<file path="config.mk">
export PLATFORM = sky130hd
export DESIGN_NAME = stream_pkt_fifo
export DESIGN_NICKNAME = d
export VERILOG_FILES = /design/src/rtl/stream_pkt_fifo.sv
export SDC_FILE = /design/constraint.sdc
export NUM_CORES = 1
export LEC_CHECK = 0
export CAP_MARGIN = 20
export CORE_UTILIZATION = 35
export CTS_BUF_LIST = sky130_fd_sc_hd__clkbuf_8
export DETAILED_ROUTE_END_ITERATION = 10
export HOLD_SLACK_MARGIN = 0.03
export SLEW_MARGIN = 20
export SYNTH_ARGS = -nofsm -noshare
export SYNTH_HDL_FRONTEND = slang
export SYNTH_SLANG_ARGS = --single-unit
</file>
<file path="constraint.sdc">
create_clock -name clk -period 4.24 [get_ports clk]
set_input_delay 0.424 -clock clk [delete_from_list [all_inputs] [get_ports clk]]
set_output_delay 0.424 -clock clk [all_outputs]
set_load 0.1 [all_outputs]
</file>
<file path="src/rtl/stream_pkt_fifo.sv">
// Circular packet buffer behind a crossbar master port. In packet mode, words are
// held back until a whole packet (or a full buffer) is stored.
module stream_pkt_fifo #(
    parameter int T_DATA_WIDTH = 8,
    parameter int T_ID___WIDTH = 1,
    parameter int DEPTH        = 8,
    parameter int PACKET_MODE  = 1,
    localparam int AW          = $clog2(DEPTH)
) (
    input  logic                    clk,
    input  logic                    rst_n,
    input  logic [T_DATA_WIDTH-1:0] s_data_i,
    input  logic [T_ID___WIDTH-1:0] s_id_i,
    input  logic                    s_last_i,
    input  logic                    s_valid_i,
    output logic                    s_ready_o,
    output logic [T_DATA_WIDTH-1:0] m_data_o,
    output logic [T_ID___WIDTH-1:0] m_id_o,
    output logic                    m_last_o,
    output logic                    m_valid_o,
    input  logic                    m_ready_i,
    output logic [AW:0]             fill_o,
    output logic [AW:0]             pkt_cnt_o
);

    localparam int EW = T_DATA_WIDTH + T_ID___WIDTH + 1;
    localparam logic [AW:0] PTR_ONE  = {{AW{1'b0}}, 1'b1};
    localparam logic [AW:0] PTR_ZERO = {(AW+1){1'b0}};

    logic [EW-1:0] mem_r [DEPTH];
    logic [AW:0]   wp_r;
    logic [AW:0]   rp_r;
    logic [AW:0]   fill_r;
    logic [AW:0]   pkt_cnt_r;
    logic          init_r;

    logic          empty_s;
    logic          full_s;
    logic          wr_s;
    logic          rd_s;
    logic [EW-1:0] head_s;
    logic          head_last_s;

    assign empty_s     = (wp_r == rp_r);
    assign full_s      = (wp_r[AW-1:0] == rp_r[AW-1:0]) && (wp_r[AW] != rp_r[AW]);
    assign head_s      = mem_r[rp_r[AW-1:0]];
    assign head_last_s = head_s[EW-1];

    // A full buffer with no complete packet is released cut-through so it cannot deadlock.
    assign s_ready_o = init_r & ~full_s;
    assign m_valid_o = ~empty_s & ((PACKET_MODE == 0) | (pkt_cnt_r != PTR_ZERO) | full_s);
    assign m_data_o  = head_s[T_DATA_WIDTH-1:0];
    assign m_id_o    = head_s[T_DATA_WIDTH +: T_ID___WIDTH];
    assign m_last_o  = head_last_s & ~empty_s;
    assign fill_o    = fill_r;
    assign pkt_cnt_o = pkt_cnt_r;

    assign wr_s = s_valid_i & s_ready_o;
    assign rd_s = m_valid_o & m_ready_i;

    // Storage array write port; contents need no reset since the pointers gate visibility.
    always_ff @(posedge clk) begin
        if (wr_s) begin
            mem_r[wp_r[AW-1:0]] <= {s_last_i, s_id_i, s_data_i};
        end
    end

    // Pointers, init flag and occupancy counters.
    always_ff @(posedge clk or negedge rst_n) begin
        if (!rst_n) begin
            wp_r      <= PTR_ZERO;
            rp_r      <= PTR_ZERO;
            fill_r    <= PTR_ZERO;
            pkt_cnt_r <= PTR_ZERO;
            init_r    <= 1'b0;
        end else begin
            init_r <= 1'b1;
            if (wr_s) begin
                wp_r <= wp_r + PTR_ONE;
            end
            if (rd_s) begin
                rp_r <= rp_r + PTR_ONE;
            end
            case ({wr_s, rd_s})
                2'b10:   fill_r <= fill_r + PTR_ONE;
                2'b01:   fill_r <= fill_r - PTR_ONE;
                default: fill_r <= fill_r;
            endcase
            case ({wr_s & s_last_i, rd_s & head_last_s})
                2'b10:   pkt_cnt_r <= pkt_cnt_r + PTR_ONE;
                2'b01:   pkt_cnt_r <= pkt_cnt_r - PTR_ONE;
                default: pkt_cnt_r <= pkt_cnt_r;
            endcase
        end
    end

endmodule

</file>
==> results.yml <==
worst_setup_path:
  endpoint_kind: "output port"
  startpoint_type: "flip-flop"
  cp_cell_sequence: "buf_4, mux4_2, mux2_2, buf_4"
  worst_path_most_repeated_cell: "buf_4"
  cp-startpoint: "rp_r[0]"
  criticalPathCategory: "reg -> out"
  crit_path_max_incr_delay_ns: 0.74
  cp.required_ns: 3.82
  cp_slowest_cell: "dfrtp_1"
  crit_fanout: 14
  critPathArrivalTime_ns: 2.59
  r2r_start: "rp_r[1]"
  path_buf_inv: 2
  crit_family: "multiplexers"
clock_network:
  cts_tree: "yes"
  htree_levels: 3
  cts_max_path_buffers: 2
  cts_buffers: 9
  root_buffer: "clkbuf_8"
  insertion_delay_ns: 0.35
  cts.sinks: 97
  clk_pin_slew_worst_paths_ns: 0.09
  ctsResizeCount: 0
  hold_buffers: 0
  postCtsSetupBuffers: 0
synthesis:
  synth_top_area_share_pct: 58.8
  synth-seq-area-share_pct: 69.2
  synthTopCellsByArea: "edfxtp_1 59%, mux4_2 11%, dfrtp_1 10%"
  ys_seq_elements: 97
  synth_area_sq_um: 4090
  async_flop_share_pct: 17.5
  synth_area_per_cell_sq_um: 18.6
  synthesis.nets: 243
  synth_common_cells: "80 x edfxtp_1, 20 x mux4_2, 17 x dfrtp_1, 12 x nor2_1, 11 x mux2_2"
  synth_flop_cell: "edfxtp_1"
  ys_types: 34
  synth_edf_count: 80
  synth_cells: 220
  synth.most_common_cell: "edfxtp_1"
  yosys.area.top_type: "edfxtp_1"
  yosysWarnings: 0
min_path:
  hold_path_class: "reg -> reg"
  hp-start: "fill_o[3]"
drt:
  vias_per_cell: 4.79
  via_count: 1975
  drcViolationCount: 0
  drt-initial-drc-count: 81
  drtPass1Iterations: 4
  wl_per_cell_um: 17.3
  antenna_left: 0
  wl_um: 7140
timing:
  finalHoldViolations: 0
  relSlewSlack_pct: 35.4
  finalMaxSlewViolations: 0
  finalSetupViolCount: 0
  fin_crit_ns: 3.01
  hold_slack_ns: 0.477
  finalSetupTns_ns: 0
  worst_slew_pin_slew_ns: 0.966
  fin_skew_ns: 0.00869
  period_share_pct: 71.1
  max_freq_mhz: 332
  rsz0062_at_grt: "no"
floorplan:
  io_pins: 34
  die_x_um: 110
  initial_utilization_pct: 35.8
  die_h_um: 110
  dieArea_sq_um: 12100
  core_sq_um: 11400
  fp-row-count: 39
cells_and_area:
  fill_cells: 1066
  fin_nets: 288
  antenna_cells: 0
  drive_gt1_share_pct: 27.9
  area.growth.synth_to_final_pct: 16.7
place:
  hpwl_um: 4590
  place.gp.congestion: 0.705
  io_buffers: 33
global_route:
  grt_overflow_total: 0
  grt_pass1_wl_um: 10900
  antenna_found_initial: 0
  grt_max_degree: 18
  track_usage_pct: 13.0
  grt_pass1_vias: 1958
job:
  maxCapViolCount: 0
status:
  outcome: "finished clean"
final cells by class:
cell class	instances	area [sq um]	share of cell area [%]
tap	143	179	3.75
inverter	6	22.5	0.472
multi-input combinational	108	1200	25.1
clock inverter	6	42.5	0.892
sequential	97	2830	59.3
clock buffer	9	124	2.60
timing repair buffer	43	375	7.87
layout by cell type (no fill, tap or decap), drive strengths merged:
cell / instances
a211o: 1
a21o: 1
a21oi: 2
a31oi: 2
a41oi: 2
and4b: 1
buf: 22
clkbuf: 9
clkdlybuf4s50: 21
clkinv: 1
clkinvlp: 1
conb: 1
dfrtp: 17
edfxtp: 80
fa: 1
ha: 8
inv: 10
mux2: 12
mux2i: 3
mux4: 20
nand2: 8
nand2b: 4
nand3b: 1
nand4: 3
nor2: 12
nor2b: 1
nor3: 4
nor3b: 1
o21ai: 1
or4: 1
xnor2: 8
xor2: 10
cells by family (layout without fill, tap and decap cells):
logic type               after synthesis  after routing  synth area share [%]
AO/OA/AOI/OAI                          9              9                  2.05
XOR/XNOR                              18             18                  4.23
adder cells (fa/ha/maj)                9              9                  2.94
buffers and inverters                 15             64                  1.53
flip-flops                            97             97                  69.2
multiplexers                          35             35                  15.2
other                                  1              1                0.0918
AND/OR/NAND/NOR                       36             36                  4.81
final timing paths:
| path | end | cells past startpoint | slack (ns) |
|---|---|---|---|
| worst max register to register | pkt_cnt_o[2] | 11 | 1.28 |
| min in group asynchronous | pkt_cnt_o[0] | 1 | 0.52 |
| worst max-delay path | m_data_o[1] | 4 | 1.23 |
| worst min-delay path | fill_o[3] | 1 | 0.48 |
| max in group asynchronous | fill_o[0] | 1 | 3.22 |
| worst min register to register | fill_o[3] | 1 | 0.48 |
metrics by stage:
step	cell area (sq um)	cells	worst slack, ns	utilization [%]
2_1_floorplan	4090	220	1.08	-
3_3_place_gp	4600	397	1.31	40.3
3_5_place_dp	4600	397	1.28	40.3
4_1_cts	4770	412	1.11	41.7
5_1_grt	4770	412	1.01	41.7
6_report	4770	412	1.23	41.7
flip-flops by register name (all words and copies together) (netlist names):
name	flops
wp_r	4
mem_r	80
fill_o	4
init_r	1
pkt_cnt_o	4
rp_r	4
routing by layer:
metal	track usage, %	share of wire [%]	vias to the layer above
li1	-	-	941
met1	17.5	48	1002
met2	20.0	48	25
met3	2.82	2.7	7
met4	6.57	1.8	0
met5	0	0	-
Power is left out: the tool's default activity adds up to more than one toggle a clock period on the data nets, which glitch-free logic cannot reach.
